<file path="src/rtl/mem_arbiter.sv">
// mem_arbiter: shares one downstream memory port between the instruction-fetch
// side and the load/store side. One transaction is outstanding at a time, and
// the two sides take turns when both request together.
//
// Ports:
//   clk, resetn            core clock, synchronous active-low reset
//   inst_* / data_*        requester handshakes:
//                          req/wstrb/addr/wdata in, addr_ok (combinational accept),
//                          data_ok (one-cycle response pulse), rdata
//   mem_req/we/addr/wdata  downstream request, registered or state-decoded
//   mem_gnt                downstream accept while mem_req is high
//   mem_rvalid/mem_rdata   downstream response
module mem_arbiter (
  input  logic        clk,
  input  logic        resetn,
  input  logic        inst_req,
  input  logic [3:0]  inst_wstrb,
  input  logic [31:0] inst_addr,
  input  logic [31:0] inst_wdata,
  output logic        inst_addr_ok,
  output logic        inst_data_ok,
  output logic [31:0] inst_rdata,
  input  logic        data_req,
  input  logic [3:0]  data_wstrb,
  input  logic [31:0] data_addr,
  input  logic [31:0] data_wdata,
  output logic        data_addr_ok,
  output logic        data_data_ok,
  output logic [31:0] data_rdata,
  output logic        mem_req,
  output logic [3:0]  mem_we,
  output logic [31:0] mem_addr,
  output logic [31:0] mem_wdata,
  input  logic        mem_gnt,
  input  logic        mem_rvalid,
  input  logic [31:0] mem_rdata
);

  localparam int unsigned AW = 32;
  localparam int unsigned DW = 32;
  localparam int unsigned SW = 4;

  typedef enum logic [1:0] {
    S_IDLE = 2'd0,
    S_REQ  = 2'd1,
    S_WAIT = 2'd2,
    S_RESP = 2'd3
  } state_t;

  typedef enum logic {
    OWN_INST = 1'b0,
    OWN_DATA = 1'b1
  } owner_t;

  state_t         state;
  state_t         state_nx;
  owner_t         last_grant;
  owner_t         owner;
  logic [SW-1:0]  req_we;
  logic [AW-1:0]  req_addr;
  logic [DW-1:0]  req_wdata;
  logic [DW-1:0]  rsp_rdata;

  logic           grant_inst_c;
  logic           grant_data_c;
  logic           accept_c;

  // Round-robin pick: on contention the side that did not win last time goes.
  always_comb begin
    grant_data_c = data_req && (!inst_req || (last_grant == OWN_INST));
    grant_inst_c = inst_req && !grant_data_c;
    accept_c     = (state == S_IDLE) && (grant_inst_c || grant_data_c);
  end

  // Next-state and state-decoded outputs.
  always_comb begin
    state_nx     = state;
    inst_addr_ok = 1'b0;
    data_addr_ok = 1'b0;
    mem_req      = 1'b0;
    inst_data_ok = 1'b0;
    data_data_ok = 1'b0;
    unique case (state)
      S_IDLE: begin
        inst_addr_ok = grant_inst_c;
        data_addr_ok = grant_data_c;
        if (accept_c) state_nx = S_REQ;
      end
      S_REQ: begin
        mem_req = 1'b1;
        if (mem_gnt) state_nx = S_WAIT;
      end
      S_WAIT: begin
        if (mem_rvalid) state_nx = S_RESP;
      end
      S_RESP: begin
        inst_data_ok = (owner == OWN_INST);
        data_data_ok = (owner == OWN_DATA);
        state_nx     = S_IDLE;
      end
      default: state_nx = S_IDLE;
    endcase
  end

  // State register.
  always_ff @(posedge clk) begin
    if (!resetn) state <= S_IDLE;
    else         state <= state_nx;
  end

  // Request latch, grant history and read-data capture.
  always_ff @(posedge clk) begin
    if (!resetn) begin
      last_grant <= OWN_INST;
      owner      <= OWN_INST;
      req_we     <= '0;
      req_addr   <= '0;
      req_wdata  <= '0;
      rsp_rdata  <= '0;
    end else begin
      if (accept_c) begin
        owner      <= grant_data_c ? OWN_DATA : OWN_INST;
        last_grant <= grant_data_c ? OWN_DATA : OWN_INST;
        req_we     <= grant_data_c ? data_wstrb : inst_wstrb;
        req_addr   <= grant_data_c ? data_addr  : inst_addr;
        req_wdata  <= grant_data_c ? data_wdata : inst_wdata;
      end
      // Writes leave the last read data visible on rdata.
      if ((state == S_WAIT) && mem_rvalid && (req_we == SW'(0))) begin
        rsp_rdata <= mem_rdata;
      end
    end
  end

  assign mem_we     = req_we;
  assign mem_addr   = req_addr;
  assign mem_wdata  = req_wdata;
  assign inst_rdata = rsp_rdata;
  assign data_rdata = rsp_rdata;

endmodule
</file>
<file path="config.mk">
export PLATFORM = sky130hd
export DESIGN_NAME = mem_arbiter
export DESIGN_NICKNAME = d
export VERILOG_FILES = /design/src/rtl/mem_arbiter.sv
export SDC_FILE = /design/constraint.sdc
export NUM_CORES = 1
export LEC_CHECK = 0
export BUFFER_PORTS_ARGS = -buffer_cell sky130_fd_sc_hd__buf_2
export CAP_MARGIN = 20
export CORE_MARGIN = 5
export CORE_UTILIZATION = 40
export CTS_BUF_LIST = sky130_fd_sc_hd__clkbuf_2 sky130_fd_sc_hd__clkbuf_4 sky130_fd_sc_hd__clkbuf_8
export DETAILED_ROUTE_END_ITERATION = 10
export GPL_ROUTABILITY_DRIVEN = 0
export GPL_TIMING_DRIVEN = 0
export MAX_ROUTING_LAYER = met4
export PLACE_DENSITY = 0.8
export SLEW_MARGIN = 0
export SYNTH_ARGS = -nofsm -noshare
export SYNTH_HDL_FRONTEND = slang
export SYNTH_SLANG_ARGS = --single-unit
</file>
<file path="constraint.sdc">
create_clock -name clk -period 1.3 [get_ports clk]
set_input_delay 0.26 -clock clk [delete_from_list [all_inputs] [get_ports clk]]
set_output_delay 0.26 -clock clk [all_outputs]
set_load 0.02 [all_outputs]
</file>
==> out/qor.txt <==
CP Launch Type - flip-flop
Largest net degree at the start of global routing - 16
Die W - 120 um
Cell variety after synth - 28
Post-Syn Instances - 580
Met3 usage - 0.0627
Die height - 120 um
Cell family with most CP delay - buffers and inverters
Pins Over Slew Limit - 0
DRT antenna net count - 0
Clk slew on worst S/H paths - 0.09 ns
Status - complete, but fails checks
Hold crit path type - in2reg
Setup Viol. Count Final - 106
Hold_ws - 0.110 ns
M2 GR Usage - 0.432
CTS Buf Count - 9
Asr flop ratio synth - 0
PwrDens - 1910 mW/mm^2
Leakage - 3.90 nW
GR peak layer - met2
Max_cap viols - 0
Rel. slew slack - 0.515
Final WL - 19.5 mm
Commonest non-fill, non-tap cell in the layout - buf_2
Fill count - 957
Gr usage total - 0.252
Drt via density - 5.11
Seq cells post-synth - 103
Commonest cells after routing, fill and taps aside - buf_2 (310), nand2_1 (180), dfxtp_1 (66)
Setup repair after global routing missed its margin - true
Global-route wire length before repair - 27.8 mm
Maximum vdd drop - 0.00107 V
Ys flop type - dfxtp_1
DRC marker count from the first detailed-route iteration - 308
Met1 usage - 0.279
Kind of critical path - reg2reg
H-tree levels - 3
Initial antenna violation count - 0
Reg2Reg Setup Slack - -0.24 ns
DRC Markers - 0
CP max stage delay - 0.36 ns
CP Max Fanout - 8
Worst Setup End Kind - flip-flop
Port bufs - 309
Post-DP HPWL - 13.4 mm
WP data arrival - 1.80 ns
WL/cell - 17.9 um
CP Cell Sequence - buf_4 > a21bo_1 > buf_6 > buf_12 > bufbuf_16 > nand2_2 > a31oi_2
Root buf cell - clkbuf_8
Clk sinks - 103
Least-Margin Pin Slew - 0.728 ns
Vias in the first global route - 5343
Failing checks - setup timing
Die Area - 0.0145 sq mm
Total gr overflow - 0
Tcrit/Tclk final - 1.18
Crit path buf inv count - 4
CP max stage cell - dfxtp_4
Final nets - 1113
Place WS - -0.430 ns
WP data required - 1.57 ns
Site row count - 40
Initial core utilization - 0.407
Final hold viol count - 0
Core area - 0.0120 sq mm
TritonCTS clock tree - built
Final Worst Setup Slack - -0.235 ns
Crit path time final - 1.54 ns
Max Buffers Root-to-Sink - 2
Post-synth EDFFs - 0
Skew final - 0.00580 ns
Area growth, synth to finish - 63.5%
Sequential share of the synthesized area - 0.424
Detailed-route via count - 5557
Skew-Pair Late Insertion Delay - 0.38 ns
Max Clock Freq - 651 MHz
Mapped Area - 0.00487 sq mm
Layout cell share with drive strength beyond 1 - 0.586
Pre-antenna DRT Iters - 5
Synth warnings - 0
Number of diodes - 0
Post-synthesis area per instance - 8.39 sq um
IO Pins - 311
Post-Syn Nets - 758
-- layer usage --
metal  part of all wire  routed length [um]
met1               0.37                7170
met2               0.51                9910
met3              0.084                1640
met4              0.038                 737
met5                  0                   0
-- worst min-delay path, delay by kind of cell --
kind	cells	cell delay [ns]
mux	1	0.05
buf+inv	1	0.10
simple gates	1	0.04
-- cell type report --
cell class / count / area [sq um] / area share
multi-input cells: 393 / 2500 / 0.314
inverters: 3 / 16.3 / 0.00204
clock buffers: 14 / 180 / 0.0226
well taps: 147 / 184 / 0.0231
plain buffers: 79 / 752 / 0.0945
flip-flops and latches: 103 / 2110 / 0.266
repair buffers: 346 / 2170 / 0.273
clock inverters: 2 / 37.5 / 0.00472
-- metrics by stage --
stage	power, mW	setup TNS, ns	std cells	cell area (sq um)	util
finish	15.2	-14.67	1087	7960	0.665
CTS	14.4	-14.98	1080	7620	0.637
detailed placement	10.2	-25.29	1036	6640	0.555
floorplan	8.20	-0.0164	580	4910	-
global placement	10.1	-24.42	1036	6640	0.555
global route	15.9	-22.97	1087	7960	0.665
-- timing repair --
action                                  4_1_cts  5_1_grt
cloned                                       10        6
hold buffers                                  0        0
pin swaps                                     6        4
gates resized for setup                     110       62
setup buffers                                19        3
endpoints found under the setup margin      112      134
-- Yosys cell counts, types with 5 or more instances --
| master | instances | share of area |
|---|---|---|
| dfxtp_1 | 103 | 0.42 |
| buf_12 | 5 | 0.021 |
| o21ai_0 | 10 | 0.010 |
| buf_2 | 25 | 0.026 |
| a31oi_2 | 20 | 0.051 |
| clkbuf_1 | 10 | 0.0077 |
| a31oi_1 | 48 | 0.062 |
| nand2_1 | 184 | 0.14 |
| mux2i_1 | 33 | 0.068 |
| nand2_2 | 20 | 0.026 |
| buf_4 | 36 | 0.056 |
| o21ai_1 | 58 | 0.060 |
-- final timing paths --
check | start | endpoint | cells past startpoint
min | mem_rdata[5] | data_rdata[5]$_SDFFE_PN0P_ | 3
min reg2reg | data_rdata[13]$_SDFFE_PN0P_ | data_rdata[13]$_SDFFE_PN0P_ | 2
max reg2reg | owner$_SDFFE_PN0P_ | mem_addr[7]$_SDFFE_PN0P_ | 7
max | owner$_SDFFE_PN0P_ | mem_addr[7]$_SDFFE_PN0P_ | 7
-- report_power, final --
| group | internal [mW] | switching, mW |
|---|---|---|
| logic | 4.06 | 4.42 |
| clock network | 1.09 | 1.10 |
| registers | 4.01 | 0.518 |
| total | 9.16 | 6.04 |
-- flip-flops by register name (all words and copies together), names as in the netlist --
register and count:
mem_we 4, mem_wdata 32, data_rdata 32, mem_addr 32
state 2, owner 1
-- cells by family (layout without fill, tap and decap cells) --
kind of cell,count (synthesis),in the layout,synth area share
compound gates,143,143,0.196
simple gates,213,213,0.178
fa+ha+maj,4,4,0.0103
flops,103,103,0.424
mux,33,33,0.0679
buf+inv,84,444,0.124
No activity file was read; power rests on OpenSTA's default activity.
